[src/rtl/mbo_rx_frame_ctrl_if.sv]
// rtl/mbo_rx_frame_ctrl_if.sv - byte-in / frame-buffer-out bundle for the rx frame controller
interface mbo_rx_frame_ctrl_if #(
    parameter int ADDR_W = 6
);
    logic              i_Rx_DV;
    logic [7:0]        i_Rx_Byte;
    logic              i_Rx_Active;
    logic              o_Buf_We;
    logic [ADDR_W-1:0] o_Buf_Addr;
    logic [7:0]        o_Buf_Data;
    logic              o_Frame_Valid;
    logic [7:0]        o_Frame_Len;
    logic              i_Frame_Ack;
    logic              o_Err;
    logic [2:0]        o_Err_Code;
    logic              o_Busy;

    modport master (
        input  i_Rx_DV, i_Rx_Byte, i_Rx_Active, i_Frame_Ack,
        output o_Buf_We, o_Buf_Addr, o_Buf_Data, o_Frame_Valid, o_Frame_Len,
               o_Err, o_Err_Code, o_Busy
    );

    modport slave (
        output i_Rx_DV, i_Rx_Byte, i_Rx_Active, i_Frame_Ack,
        input  o_Buf_We, o_Buf_Addr, o_Buf_Data, o_Frame_Valid, o_Frame_Len,
               o_Err, o_Err_Code, o_Busy
    );
endinterface

[src/rtl/mbo_rx_frame_ctrl.sv]
// rtl/mbo_rx_frame_ctrl.sv - SYNC/LEN/payload/CSUM frame parser feeding an external frame buffer
module mbo_rx_frame_ctrl #(
    parameter logic [7:0] SYNC_BYTE    = 8'hA5,
    parameter int         MAX_LEN      = 64,
    parameter int         ADDR_W       = 6,
    parameter int         TIMEOUT_CLKS = 100000,
    parameter int         TO_W         = 24
) (
    input  logic                  i_Clock,
    input  logic                  rst_n,
    mbo_rx_frame_ctrl_if.master   bus
);
    typedef enum logic [2:0] {
        S_HUNT    = 3'd0,
        S_LEN     = 3'd1,
        S_PAYLOAD = 3'd2,
        S_CSUM    = 3'd3,
        S_DONE    = 3'd4
    } state_t;

    state_t state_q, state_d;

    logic [7:0]        acc_q, acc_d;
    logic [7:0]        idx_q, idx_d;
    logic [7:0]        len_q, len_d;
    logic [TO_W-1:0]   to_q, to_d;
    logic              we_d;
    logic [ADDR_W-1:0] addr_d;
    logic [7:0]        data_d;
    logic              fv_d;
    logic [7:0]        flen_d;
    logic              err_d;
    logic [2:0]        code_d;

    logic       dv;
    logic [7:0] rx_byte;
    logic       len_bad;
    logic       to_hit;
    logic       timed;
    logic [7:0] csum_total;

    assign dv         = bus.i_Rx_DV;
    assign rx_byte    = bus.i_Rx_Byte;
    assign len_bad    = (rx_byte == 8'd0) || (rx_byte > 8'(MAX_LEN));
    assign timed      = (state_q == S_LEN) || (state_q == S_PAYLOAD) || (state_q == S_CSUM);
    // An arriving byte always beats the timeout in the same cycle.
    assign to_hit     = timed && !dv && (to_q == TO_W'(TIMEOUT_CLKS - 1));
    assign csum_total = acc_q + rx_byte;

    always_ff @(posedge i_Clock or negedge rst_n) begin
        if (!rst_n) begin
            state_q           <= S_HUNT;
            acc_q             <= '0;
            idx_q             <= '0;
            len_q             <= '0;
            to_q              <= '0;
            bus.o_Buf_We      <= 1'b0;
            bus.o_Buf_Addr    <= '0;
            bus.o_Buf_Data    <= '0;
            bus.o_Frame_Valid <= 1'b0;
            bus.o_Frame_Len   <= '0;
            bus.o_Err         <= 1'b0;
            bus.o_Err_Code    <= '0;
            bus.o_Busy        <= 1'b0;
        end else begin
            state_q           <= state_d;
            acc_q             <= acc_d;
            idx_q             <= idx_d;
            len_q             <= len_d;
            to_q              <= to_d;
            bus.o_Buf_We      <= we_d;
            bus.o_Buf_Addr    <= addr_d;
            bus.o_Buf_Data    <= data_d;
            bus.o_Frame_Valid <= fv_d;
            bus.o_Frame_Len   <= flen_d;
            bus.o_Err         <= err_d;
            bus.o_Err_Code    <= code_d;
            bus.o_Busy        <= (state_d != S_HUNT);
        end
    end

    always_comb begin
        state_d = state_q;
        case (state_q)
            S_HUNT:    if (dv && rx_byte == SYNC_BYTE) state_d = S_LEN;
            S_LEN:     if (dv) state_d = len_bad ? S_HUNT : S_PAYLOAD;
                       else if (to_hit) state_d = S_HUNT;
            S_PAYLOAD: if (dv && idx_q == len_q - 8'd1) state_d = S_CSUM;
                       else if (to_hit) state_d = S_HUNT;
            S_CSUM:    if (dv) state_d = (csum_total == 8'd0) ? S_DONE : S_HUNT;
                       else if (to_hit) state_d = S_HUNT;
            S_DONE:    if (bus.i_Frame_Ack) state_d = S_HUNT;
            default:   state_d = S_HUNT;
        endcase
    end

    always_comb begin
        acc_d  = acc_q;
        idx_d  = idx_q;
        len_d  = len_q;
        to_d   = to_q;
        we_d   = 1'b0;
        addr_d = bus.o_Buf_Addr;
        data_d = bus.o_Buf_Data;
        fv_d   = bus.o_Frame_Valid;
        flen_d = bus.o_Frame_Len;
        err_d  = 1'b0;
        code_d = bus.o_Err_Code;

        // Idle counter only runs while a frame is in flight; receiver activity freezes it.
        if (timed) begin
            if (dv)
                to_d = '0;
            else if (!bus.i_Rx_Active)
                to_d = to_q + 1'b1;
        end

        case (state_q)
            S_HUNT: begin
                if (dv && rx_byte == SYNC_BYTE) begin
                    acc_d = '0;
                    idx_d = '0;
                    to_d  = '0;
                end
            end
            S_LEN: begin
                if (dv) begin
                    if (len_bad) begin
                        err_d  = 1'b1;
                        code_d = 3'd1;
                    end else begin
                        len_d = rx_byte;
                        acc_d = rx_byte;
                    end
                end else if (to_hit) begin
                    err_d  = 1'b1;
                    code_d = 3'd3;
                end
            end
            S_PAYLOAD: begin
                if (dv) begin
                    we_d   = 1'b1;
                    addr_d = idx_q[ADDR_W-1:0];
                    data_d = rx_byte;
                    acc_d  = acc_q + rx_byte;
                    idx_d  = idx_q + 8'd1;
                end else if (to_hit) begin
                    err_d  = 1'b1;
                    code_d = 3'd3;
                end
            end
            S_CSUM: begin
                if (dv) begin
                    if (csum_total == 8'd0) begin
                        fv_d   = 1'b1;
                        flen_d = len_q;
                    end else begin
                        err_d  = 1'b1;
                        code_d = 3'd2;
                    end
                end else if (to_hit) begin
                    err_d  = 1'b1;
                    code_d = 3'd3;
                end
            end
            S_DONE: begin
                if (bus.i_Frame_Ack) begin
                    fv_d = 1'b0;
                end else if (dv) begin
                    err_d  = 1'b1;
                    code_d = 3'd4;
                end
            end
            default: ;
        endcase
    end
endmodule

[src/flat_wrapper.sv]
// flat-port wrapper written by rule: the top's interface ports become plain ports
module mbo_rx_frame_ctrl_flat 
#(
    parameter logic [7:0] SYNC_BYTE    = 8'hA5,
    parameter int         MAX_LEN      = 64,
    parameter int         ADDR_W       = 6,
    parameter int         TIMEOUT_CLKS = 100000,
    parameter int         TO_W         = 24
)
  (i_Clock, rst_n, bus_i_Rx_DV, bus_i_Rx_Byte, bus_i_Rx_Active, bus_i_Frame_Ack, bus_o_Buf_We, bus_o_Buf_Addr, bus_o_Buf_Data, bus_o_Frame_Valid, bus_o_Frame_Len, bus_o_Err, bus_o_Err_Code, bus_o_Busy);
  mbo_rx_frame_ctrl_if #(.ADDR_W(ADDR_W)) bus_i ();
  input  logic i_Clock;
  input  logic rst_n;
  input wire logic [$bits(bus_i.i_Rx_DV)-1:0] bus_i_Rx_DV;
  input wire logic [$bits(bus_i.i_Rx_Byte)-1:0] bus_i_Rx_Byte;
  input wire logic [$bits(bus_i.i_Rx_Active)-1:0] bus_i_Rx_Active;
  input wire logic [$bits(bus_i.i_Frame_Ack)-1:0] bus_i_Frame_Ack;
  output wire logic [$bits(bus_i.o_Buf_We)-1:0] bus_o_Buf_We;
  output wire logic [$bits(bus_i.o_Buf_Addr)-1:0] bus_o_Buf_Addr;
  output wire logic [$bits(bus_i.o_Buf_Data)-1:0] bus_o_Buf_Data;
  output wire logic [$bits(bus_i.o_Frame_Valid)-1:0] bus_o_Frame_Valid;
  output wire logic [$bits(bus_i.o_Frame_Len)-1:0] bus_o_Frame_Len;
  output wire logic [$bits(bus_i.o_Err)-1:0] bus_o_Err;
  output wire logic [$bits(bus_i.o_Err_Code)-1:0] bus_o_Err_Code;
  output wire logic [$bits(bus_i.o_Busy)-1:0] bus_o_Busy;
  assign bus_i.i_Rx_DV = bus_i_Rx_DV;
  assign bus_i.i_Rx_Byte = bus_i_Rx_Byte;
  assign bus_i.i_Rx_Active = bus_i_Rx_Active;
  assign bus_i.i_Frame_Ack = bus_i_Frame_Ack;
  assign bus_o_Buf_We = bus_i.o_Buf_We;
  assign bus_o_Buf_Addr = bus_i.o_Buf_Addr;
  assign bus_o_Buf_Data = bus_i.o_Buf_Data;
  assign bus_o_Frame_Valid = bus_i.o_Frame_Valid;
  assign bus_o_Frame_Len = bus_i.o_Frame_Len;
  assign bus_o_Err = bus_i.o_Err;
  assign bus_o_Err_Code = bus_i.o_Err_Code;
  assign bus_o_Busy = bus_i.o_Busy;
  mbo_rx_frame_ctrl #(.SYNC_BYTE(SYNC_BYTE), .MAX_LEN(MAX_LEN), .ADDR_W(ADDR_W), .TIMEOUT_CLKS(TIMEOUT_CLKS), .TO_W(TO_W)) u_core (.i_Clock(i_Clock), .rst_n(rst_n), .bus(bus_i));
endmodule
[config.mk]
export PLATFORM = sky130hd
export DESIGN_NAME = mbo_rx_frame_ctrl_flat
export DESIGN_NICKNAME = d
export VERILOG_FILES = /design/src/rtl/mbo_rx_frame_ctrl_if.sv /design/src/rtl/mbo_rx_frame_ctrl.sv /design/src/flat_wrapper.sv
export SDC_FILE = /design/constraint.sdc
export NUM_CORES = 1
export LEC_CHECK = 0
export CAP_MARGIN = 20
export CELL_PAD_IN_SITES_DETAIL_PLACEMENT = 1
export CELL_PAD_IN_SITES_GLOBAL_PLACEMENT = 1
export CORE_MARGIN = 3
export CORE_UTILIZATION = 50
export CTS_CLUSTER_DIAMETER = 100
export DETAILED_ROUTE_END_ITERATION = 8
export DONT_BUFFER_PORTS = 1
export PLACE_DENSITY = 0.81
export SETUP_SLACK_MARGIN = 0.15
export SLEW_MARGIN = 20
export SYNTH_ARGS = -nofsm -noshare
export SYNTH_HDL_FRONTEND = slang
export SYNTH_SLANG_ARGS = --single-unit
[constraint.sdc]
create_clock -name i_Clock -period 3.8 [get_ports i_Clock]
set_clock_uncertainty 0.15 [all_clocks]
set_input_delay 0.38 -clock i_Clock [delete_from_list [all_inputs] [get_ports i_Clock]]
set_output_delay 0.38 -clock i_Clock [all_outputs]
set_load 0.03 [all_outputs]
==> results of run 1 <==
[cells by family (layout without fill, tap and decap cells)]
family | Yosys count | after routing | synth area share, %
AND/OR/NAND/NOR | 173 | 173 | 21.5
buffers and inverters | 22 | 28 | 2.15
AO/OA/AOI/OAI | 64 | 64 | 9.68
flip-flops | 80 | 80 | 47.1
multiplexers | 30 | 30 | 7.92
adder cells (fa/ha/maj) | 11 | 11 | 3.41
XOR/XNOR | 40 | 40 | 8.24
[per-stage QoR]
| stage | util, % | instance area [um2] | power (W) | std cells |
|---|---|---|---|---|
| final | 56.4 | 4630 | 0.00321 | 531 |
| after global routing | 56.4 | 4630 | 0.00340 | 531 |
| after CTS | 56.4 | 4630 | 0.00322 | 531 |
| after detailed placement | 52.8 | 4340 | 0.00239 | 512 |
| after global placement | 52.8 | 4340 | 0.00231 | 512 |
| after floorplan | - | 4250 | 0.00215 | 420 |
[report_power, final]
part / switching (W) / total (W) / internal (W)
Sequential: 0.000419 / 0.00147 / 0.00105
Combinational: 0.000527 / 0.000962 / 0.000435
Clock: 0.000320 / 0.000775 / 0.000455
Total: 0.00127 / 0.00321 / 0.00194
[flip-flops by register name, summed over array words and instances (netlist names)]
| signal | cells |
|---|---|
| u_core.bus.o_Err | 1 |
| u_core.bus.o_Err_Code | 3 |
| u_core.bus.o_Buf_We | 1 |
| u_core.bus.o_Busy | 1 |
| u_core.state_q | 3 |
| u_core.len_q | 8 |
| u_core.bus.o_Buf_Addr | 6 |
| u_core.idx_q | 8 |
| u_core.bus.o_Frame_Valid | 1 |
| u_core.bus.o_Buf_Data | 8 |
| u_core.to_q | 24 |
| u_core.acc_q | 8 |
| u_core.bus.o_Frame_Len | 8 |
[layout make-up]
type	instances	area, um2
Timing Repair Buffer	4	55.1
Multi-Input combinational cell	318	2170
Inverter	8	30.0
Fill cell	934	3590
Clock buffer	11	141
Clock inverter	5	104
Tap cell	105	131
Sequential cell	80	2000
[routing by layer]
layer / GRT usage [%] / vias up / routed length [um]
met2: 37.1 / 76 / 5130
met5: 0 / - / 0
met4: 7.04 / 0 / 215
met3: 5.79 / 20 / 581
met1: 30.5 / 1622 / 4780
li1: - / 1500 / -
[repair_timing]
item                                    4_1_cts  5_1_grt
hold buffers                                  3        0
hold endpoints to repair                     81        0
endpoints found under the setup margin        0        0
[final timing paths]
| path | end | cells after the start | start | slack, ns |
|---|---|---|---|---|
| setup / recovery | u_core.bus.o_Frame_Len[7]$_DFFE_PN0P_ | 8 | u_core.acc_q[0]$_DFFE_PN0P_ | 0.47 |
| hold / removal | u_core.len_q[0]$_DFFE_PN0P_ | 2 | bus_i_Rx_Byte[0] | 0.01 |
| setup reg to reg | u_core.bus.o_Frame_Len[7]$_DFFE_PN0P_ | 8 | u_core.acc_q[0]$_DFFE_PN0P_ | 0.47 |
| hold reg to reg | u_core.acc_q[6]$_DFFE_PN0P_ | 2 | u_core.acc_q[6]$_DFFE_PN0P_ | 0.34 |
| max in group asynchronous | u_core.state_q[0]$_DFF_PN0_ | 2 | rst_n | 2.75 |
| min in group asynchronous | u_core.to_q[5]$_DFF_PN0_ | 2 | rst_n | 0.41 |
[placed cells by master, fill, tap and decap left out, types with 3 or more instances in the layout]
cell       synthesis  final
ha_1              10     10
nand3_1           10     10
xnor2_1           14     14
and3_1            11     11
nor2b_1            4      4
o21ai_2            2      3
a21oi_1           16     16
nor3_1            10      9
or2_2              4      4
o31ai_1            4      4
nand2b_1           7      7
nor3b_1            4      4
nor4b_1            4      4
nand2_1           31     31
o21ai_1            6      6
and2_1             3      3
a22oi_1            6      6
clkbuf_8           0     10
and4_1             5      5
inv_1              8      8
nor4_1             7      7
o21ai_0           13     12
nor2_1            47     47
mux2_2            29     29
xor2_1            26     26
dfrtp_1           80     80
a211o_1            3      3
nand4_1           11     11
or3_1              3      3
bufinv_16          0      3
==> reports/qor.yml, run 1 <==
floorplanning:
  die_h_um: 98.2
  start_util_pct: 51.7
  num_io_pins: 42
  core_mm2: 0.00822
  num_rows: 33
  die_w_um: 98.2
  die_area_mm2: 0.00965
placed_design:
  gp_congestion: 0.830
  hpwl_mm: 7.30
  port-buffer-count: 0
  place_ws_ns: 0.573
route:
  drtIter0Drc: 124
  drt-wirelength-per-cell_um: 20.2
  vias_per_cell: 6.06
  dr.pass1.iters: 4
  num_vias: 3218
  wirelength_mm: 10.7
  ant_nets: 0
  drc_errors: 0
worst_setup_path:
  path_buf_inv: 0
  critPathMaxFanout: 11
  worstSetupStartpointType: "flip-flop"
  crit_type: "flip-flop to flip-flop"
  cp.arrival_ns: 3.41
  crit_family: "compound AO/OA/AOI/OAI gates"
  cp_slowest_stage_delay_ns: 0.49
  worstPathRequired_ns: 3.88
  critPathSlowestCell: "o311ai_0"
  end_kind: "flip-flop"
  cp_cell_sequence: "ha_1 > fa_1 > a211o_1 > and3_1 > o311ai_0 > nor2_1 > nand3_1 > mux2_2"
logic_synthesis:
  dominantRegCellSynth: "dfrtp_1"
  synth-edff-count: 0
  yosys.area.top_type: "dfrtp_1"
  synth_area_leaders: "dfrtp_1, mux2_2, xor2_1"
  ys_seq_elements: 80
  syn_inst: 420
  syn_avg_cell_area_um2: 10.1
  ys_seq_area_share_pct: 47.1
  synth.most_common_cell: "dfrtp_1"
  syn-cell-area_mm2: 0.00425
  netlist.area_leader.share_pct: 47.1
  async_reset_ff_share_pct: 100
  ys_types: 54
  synth_commonest_cells: "dfrtp_1, nor2_1, nand2_1, mux2_2, xor2_1"
  yosys_warnings: 0
  syn_nets: 444
sta:
  slew_viol_final: 0
  max_freq_mhz: 300
  hold_viol: 0
  finalSetupViolCount: 0
  whs_ns: 0.0144
  finalCriticalPeriod_ns: 3.33
  fin_tns_setup_ns: 0
  worst_pin_slew_ns: 0.949
  slew_headroom_pct: 36.7
  rsz0062_at_grt: "no"
  timing.final.ws_setup_ns: 0.469
  period_share_pct: 87.6
clocking:
  cts-root-buf: "clkbuf_8"
  cts_tree: "built"
  cts_setup_buffers: 0
  clock_latency_ns: 0.35
  clkSinkCount: 80
  clock_tree.buffer_depth: 2
  htree_levels: 3
  cts_resized: 0
  clk_pin_slew_worst_paths_ns: 0.08
  cts-buffers-inserted: 9
cells_and_area:
  antenna_cells: 0
  area_growth_syn_to_layout_pct: 8.92
  drive_gt1_share_pct: 14.6
  final_nets: 445
min_path:
  hp-class: "input pin to flip-flop"
global_route:
  grtUsageTotal_pct: 22.9
  grt_max_degree: 81
  grt_pass1_wl_mm: 17.7
  antenna_found_initial: 0
  overflow: 0
  grt_pass1_vias: 3522
job:
  maxCapViolCount: 0
power_and_ir_drop:
  vdd_drop_max_uv: 317
  power.leakage_nw: 2.09
  powerDensity_mw_per_mm2: 693
outcome:
  status: "finished, final reports clean"
Note: power is estimated with default switching activity, not from simulation.
==> run 2, diff against run 1 <==
--- a/config.mk
+++ b/config.mk
@@ -14,6 +14,7 @@
 export DETAILED_ROUTE_END_ITERATION = 8
 export DONT_BUFFER_PORTS = 1
 export PLACE_DENSITY = 0.81
+export REMOVE_ABC_BUFFERS = 1
 export SETUP_SLACK_MARGIN = 0.15
 export SLEW_MARGIN = 20
 export SYNTH_ARGS = -nofsm -noshare
==> run 2 against run 1 <==
  * Die area unchanged
  * Sequential share of layout area rose by 0.16 points
  * Critical path depth did not move
  * Final cell count rose by 0.94%
  * Non-clock buffer count up 5
  * Via count down 1.2%
  * Sequential cell count is the same
  * Largest cell class unchanged
  * Largest power group unchanged
  * Highest routed layer unchanged
==> reports/qor.yml, run 2 (synthesized netlist as in run 1, its figures left out) <==
placed_design:
  placedInstanceArea_mm2: 0.00434
  gp_congestion: 0.813
  port-buffer-count: 0
  hpwl_mm: 7.02
sta:
  slew_headroom_pct: 43.0
  hold_viol: 0
  slew_viol_final: 0
  period_share_pct: 83.5
  finalCriticalPeriod_ns: 3.17
  rsz0062_at_grt: "no"
  max_freq_mhz: 315
  finalSetupViolCount: 0
  worst_pin_slew_ns: 0.855
  fin_tns_setup_ns: 0
power_and_ir_drop:
  pwr-share-clk_pct: 19.8
  seq_power_share_pct: 49.1
  power.internal_w: 0.00173
  switching_share_pct: 41.9
  powerDensity_mw_per_mm2: 645
  combPwrFrac_pct: 31.1
  vdd_drop_max_uv: 251
  power.leakage_nw: 2.07
  switching_power_w: 0.00125
global_route:
  grtUsageTotal_pct: 22.3
  grt_pass1_wl_mm: 17.2
  overflow: 0
  grt_pass1_vias: 3503
  grt_max_degree: 81
  antenna_found_initial: 0
worst_setup_path:
  cp_cell_sequence: "ha_1 > fa_1 > a211o_1 > and3_1 > o311ai_0 > nor2_1 > nand3_1 > mux2_2"
  critPathMaxFanout: 11
  worstPathRequired_ns: 3.90
  critPathSlowestCell: "o311ai_0"
  reg2reg_slack_ns: 0.63
  cp_slowest_stage_delay_ns: 0.44
  rr_endpoint: "u_core.bus.o_Frame_Len[6]$_DFFE_PN0P_"
  worstSetupStartpointType: "flip-flop"
  end_kind: "flip-flop"
  rr_worst_depth: 8
  crit_type: "flip-flop to flip-flop"
  r2r-start: "u_core.acc_q[0]$_DFFE_PN0P_"
  cp.arrival_ns: 3.27
route:
  wl_met1_mm: 4.55
  top_layer: "met4"
  ant_nets: 0
  wl_met2_mm: 4.94
  vias_per_cell: 5.93
  num_vias: 3178
  routed-wl-met3_um: 492
  drc_errors: 0
  wirelength_mm: 10.2
  drtIter0Drc: 127
  drt-wirelength-per-cell_um: 19.0
  dr.pass1.iters: 6
min_path:
  min_from: "bus_i_Rx_Byte[5]"
  hold_end: "u_core.len_q[5]$_DFFE_PN0P_"
  min_path_cells: 1
  hp-class: "input pin to flip-flop"
cells_and_area:
  design_area_mm2: 0.00461
  top_register: "u_core.to_q"
  layout_common_cells: "dfrtp_1, nor2_1, nand2_1"
  largest_reg_flops: 24
  drive_gt1_share_pct: 14.6
  final_common_cell: "dfrtp_1"
  area_growth_syn_to_layout_pct: 8.50
  final_nets: 450
  fillCellCount: 932
  antenna_cells: 0
floorplanning:
  die_w_um: 98.2
  core_mm2: 0.00822
  die_area_mm2: 0.00965
  start_util_pct: 51.7
  die_h_um: 98.2
  num_io_pins: 42
  num_rows: 33
job:
  maxCapViolCount: 0
clocking:
  clock_latency_ns: 0.36
  cts_tree: "built"
  clk_pin_slew_worst_paths_ns: 0.09
  cts_setup_buffers: 0
  cts-root-buf: "clkbuf_8"
  clkSinkCount: 80
  cts-buffers-inserted: 9
  htree_levels: 3
  cts_resized: 0
  clock_tree.buffer_depth: 2
outcome:
  status: "finished, final reports clean"
==> run 2: cell types whose count changed in the layout (fill, tap and decap cells not counted) <==
cell           before  now
inv_6               0    3
bufinv_16           3    0
clkinvlp_4          0    3
dlygate4sd3_1       2    7
clkbuf_8           10    9
clkinv_4            1    0
clkbuf_1            1    0
==> run 2: metrics by stage <==
stage	utilization [%]	hold WS (ns)	worst slack, ns	cells	total power (W)
floorplan	-	-0.0656	0.843	406	0.00212
detailed placement	52.8	-0.0638	0.613	512	0.00238
finish	56.1	0.0187	0.628	536	0.00297
global route	56.1	0.00101	0.329	536	0.00319
global placement	52.8	-0.0639	0.682	512	0.00231
CTS	55.7	0.00141	0.603	532	0.00300
==> run 2: cell type report <==
type / instances / area [um2] / area share (%)
clock buffers: 9 / 124 / 2.69
clock inverters: 7 / 53.8 / 1.17
inverters: 8 / 30.0 / 0.651
multi-input cells: 318 / 2170 / 47.0
flip-flops and latches: 80 / 2000 / 43.4
well taps: 105 / 131 / 2.85
repair buffers: 9 / 105 / 2.28
==> run 2: routing by layer <==
metal / track usage [%] / vias to the layer above
li1: - / 1510
met1: 28.2 / 1598
met2: 36.4 / 55
met3: 6.71 / 15
met4: 7.98 / 0
met5: 0 / -
==> run 2: power groups by stage <==
stage / combinational (W) / clock (W) / sequential [W]
global placement: 0.000847 / 0 / 0.00147
CTS: 0.000930 / 0.000608 / 0.00147
floorplan: 0.000725 / 0 / 0.00140
detailed placement: 0.000896 / 0 / 0.00148
finish: 0.000925 / 0.000588 / 0.00146
global route: 0.00105 / 0.000642 / 0.00150
==> run 2: worst max-delay path: cells and delay by family, from the launching register on <==
family / cells / cell delay (ns)
compound gates: 2 / 0.75
fa+ha+maj: 2 / 0.61
flops: 1 / 0.39
mux: 1 / 0.40
simple gates: 3 / 0.76
==> run 2: worst max-delay path by stage <==
| stage | start | end | slack [ns] | cells past startpoint |
|---|---|---|---|---|
| finish | u_core.acc_q[0]$_DFFE_PN0P_ | u_core.bus.o_Frame_Len[6]$_DFFE_PN0P_ | 0.63 | 8 |
| global route | u_core.acc_q[1]$_DFFE_PN0P_ | u_core.bus.o_Frame_Len[1]$_DFFE_PN0P_ | 0.33 | 7 |
| CTS | u_core.acc_q[0]$_DFFE_PN0P_ | u_core.bus.o_Frame_Len[6]$_DFFE_PN0P_ | 0.60 | 8 |
| detailed placement | bus_i_Rx_Byte[0] | u_core.bus.o_Frame_Len[6]$_DFFE_PN0P_ | 0.61 | 8 |
| global placement | bus_i_Rx_Byte[0] | u_core.bus.o_Frame_Len[3]$_DFFE_PN0P_ | 0.68 | 8 |
| floorplan | u_core.state_q[1]$_DFF_PN0_ | u_core.bus.o_Busy$_DFF_PN0_ | 0.84 | 6 |
==> run 2: what timing repair did <==
item | 4_1_cts | 5_1_grt
hold buffers | 4 | 4
setup endpoints to repair | 0 | 0
endpoints found under the hold margin | 83 | 5
==> run 3, diff against run 2 <==
--- a/config.mk
+++ b/config.mk
@@ -9,11 +9,11 @@
 export CELL_PAD_IN_SITES_DETAIL_PLACEMENT = 1
 export CELL_PAD_IN_SITES_GLOBAL_PLACEMENT = 1
 export CORE_MARGIN = 3
-export CORE_UTILIZATION = 50
+export CORE_UTILIZATION = 45
 export CTS_CLUSTER_DIAMETER = 100
 export DETAILED_ROUTE_END_ITERATION = 8
 export DONT_BUFFER_PORTS = 1
-export PLACE_DENSITY = 0.81
+export PLACE_DENSITY = 0.77
 export REMOVE_ABC_BUFFERS = 1
 export SETUP_SLACK_MARGIN = 0.15
 export SLEW_MARGIN = 20
==> constraint.sdc (replaced) <==
create_clock -name i_Clock -period 2.8 [get_ports i_Clock]
set_clock_uncertainty 0.15 [all_clocks]
set_input_delay 0.28 -clock i_Clock [delete_from_list [all_inputs] [get_ports i_Clock]]
set_output_delay 0.28 -clock i_Clock [all_outputs]
set_load 0.03 [all_outputs]
==> run 3 against run 2 <==
  * Clock power increased by 55%
  * Via count up 4.4%
  * Sequential power rose by 37%
  * First-iteration DRC count grew 8.7%
  * Non-clock buffer count is 26 higher
  * Final area up 9.0%
  * Final cell count up 5.4%
  * Wire length is 13% higher
  * Register-to-register slack lost 0.55 ns
  * Core utilization rose by 0.14 points
  * Critical endpoint is now u_core.bus.o_Busy$_DFF_PN0_
  * Global-route usage fell by 0.33 points
  * Total power increased by 51%
==> reports/qor.yml, run 3 (synthesized netlist as in run 1, its figures left out) <==
outcome:
  status: "finished, final reports clean"
power_and_ir_drop:
  powerDensity_mw_per_mm2: 893
  power.leakage_nw: 2.23
  vdd_drop_max_uv: 417
sta:
  fin_tns_setup_ns: 0
  finalCriticalPeriod_ns: 2.73
  hold_viol: 0
  max_freq_mhz: 367
  slew_headroom_pct: 50.8
  slew_viol_final: 0
  finalSetupViolCount: 0
  period_share_pct: 97.3
  worst_pin_slew_ns: 0.732
  rsz0062_at_grt: "yes"
clocking:
  cts_tree: "built"
  clkSinkCount: 80
  cts-buffers-inserted: 9
  clock_latency_ns: 0.36
  clk_pin_slew_worst_paths_ns: 0.10
  cts-root-buf: "clkbuf_8"
  htree_levels: 3
  clock_tree.buffer_depth: 2
worst_setup_path:
  path_buf_inv: 0
  critPathSlowestCell: "dfrtp_1"
  reg2reg_slack_ns: 0.07
  crit_type: "flip-flop to flip-flop"
  worstPathRequired_ns: 2.88
  critPathMaxFanout: 3
  cp_slowest_stage_delay_ns: 0.42
  end_kind: "flip-flop"
  rr_worst_depth: 8
  cp_cell_sequence: "ha_4 > fa_2 > a211o_1 > and3_4 > o311ai_4 > nor2_2 > and3_1 > or4_1"
  r2r-start: "u_core.acc_q[0]$_DFFE_PN0P_"
  worstSetupStartpointType: "flip-flop"
  cp.arrival_ns: 2.81
  rr_endpoint: "u_core.bus.o_Busy$_DFF_PN0_"
  crit_family: "simple AND/OR/NAND/NOR gates"
cells_and_area:
  final_common_cell: "dfrtp_1"
  fillCellCount: 956
  final_nets: 476
  largest_reg_flops: 24
  top_register: "u_core.to_q"
  finalCoreUtilization_pct: 56.3
  layout_common_cells: "dfrtp_1, nor2_1, nand2_1"
  area_growth_syn_to_layout_pct: 18.3
  antenna_cells: 0
  drive_gt1_share_pct: 22.1
job:
  maxCapViolCount: 0
min_path:
  hp-class: "input pin to flip-flop"
  min_from: "bus_i_Frame_Ack"
  hold_end: "u_core.bus.o_Frame_Valid$_DFFE_PN0P_"
  min_path_cells: 3
placed_design:
  gp_congestion: 0.852
  hpwl_mm: 7.19
  port-buffer-count: 0
global_route:
  grt_pass1_wl_mm: 17.9
  overflow: 0
  grtUsageTotal_pct: 22.0
  grt_max_degree: 81
  grt_pass1_vias: 3481
  antenna_found_initial: 0
route:
  vias_per_cell: 5.87
  drt-wirelength-per-cell_um: 20.3
  wirelength_mm: 11.5
  drc_errors: 0
  dr.pass1.iters: 4
  drtIter0Drc: 138
  ant_nets: 0
  num_vias: 3318
floorplanning:
  core_mm2: 0.00893
  die_area_mm2: 0.0107
  die_w_um: 103
  num_io_pins: 42
  num_rows: 34
  die_h_um: 103
  start_util_pct: 47.6
run 3: cell types whose count changed in the layout (fill, tap and decap cells not counted), moves of 2 or more:
cell | before | now
clkinvlp_4 | 3 | 1
and3_1 | 11 | 9
a21oi_1 | 16 | 14
buf_4 | 1 | 18
a21oi_2 | 0 | 2
dlygate4sd3_1 | 7 | 15
and3_4 | 0 | 2
ha_1 | 10 | 5
nor3_1 | 9 | 7
ha_4 | 0 | 5
run 3: per-stage QoR:
| stage | instances | power, W | instance area (um2) | setup slack, ns | hold slack (ns) |
|---|---|---|---|---|---|
| 4_1_cts | 560 | 0.00434 | 4900 | 0.120 | 0.00220 |
| 2_1_floorplan | 406 | 0.00288 | 4190 | -0.157 | -0.166 |
| 3_3_place_gp | 527 | 0.00318 | 4440 | -0.0633 | -0.162 |
| 6_report | 565 | 0.00449 | 5030 | 0.0748 | 0.0135 |
| 3_5_place_dp | 527 | 0.00325 | 4440 | -0.228 | -0.162 |
| 5_1_grt | 565 | 0.00478 | 5030 | -0.00301 | 0.00345 |
run 3: layout make-up:
class                      count  area [um2]  share of cell area (%)
clock buffer                   9         124                    2.46
clock inverter                 7        83.8                    1.67
inverter                       8        30.0                   0.597
multi-input combinational    318        2320                    46.1
sequential                    80        2000                    39.8
tap                          108         135                    2.69
timing repair buffer          35         333                    6.62
run 3: routing by layer:
metal	part of all wire (%)	GRT usage (%)	vias to the layer above
li1	-	-	1564
met1	44	28.7	1661
met2	49	36.2	75
met3	4.7	5.70	18
met4	1.7	6.27	0
met5	0	0	-
run 3: worst max path at each step:
stage / startpoint / end / slack, ns / cells after the start
finish: u_core.acc_q[0]$_DFFE_PN0P_ / u_core.bus.o_Busy$_DFF_PN0_ / 0.07 / 8
global route: u_core.acc_q[0]$_DFFE_PN0P_ / u_core.bus.o_Busy$_DFF_PN0_ / -0.003 / 8
CTS: u_core.acc_q[0]$_DFFE_PN0P_ / u_core.bus.o_Frame_Len[0]$_DFFE_PN0P_ / 0.12 / 10
detailed placement: u_core.acc_q[0]$_DFFE_PN0P_ / u_core.bus.o_Frame_Len[7]$_DFFE_PN0P_ / -0.23 / 9
global placement: u_core.acc_q[0]$_DFFE_PN0P_ / u_core.bus.o_Frame_Len[0]$_DFFE_PN0P_ / -0.06 / 9
floorplan: u_core.state_q[1]$_DFF_PN0_ / u_core.bus.o_Busy$_DFF_PN0_ / -0.16 / 6
run 3: report_power, final:
part	internal, W	switching [W]	leakage (nW)
clock network	0.000431	0.000482	0.103
logic	0.000768	0.000812	1.07
registers	0.00143	0.000571	1.06
total	0.00263	0.00187	2.23
run 3: worst register-to-register path, cell delays in order (launching register included):
cell,delay (ns)
dfrtp_1,0.42
ha_4,0.17
fa_2,0.35
a211o_1,0.32
and3_4,0.20
o311ai_4,0.30
nor2_2,0.10
and3_1,0.18
or4_1,0.40
run 3: repair_timing:
item                                    4_1_cts  5_1_grt
hold endpoints to repair                    106        1
buffers inserted                              2        4
pin swaps                                     2        3
hold buffers                                 15        1
resized for setup                            15       14
endpoints found under the setup margin       15       15
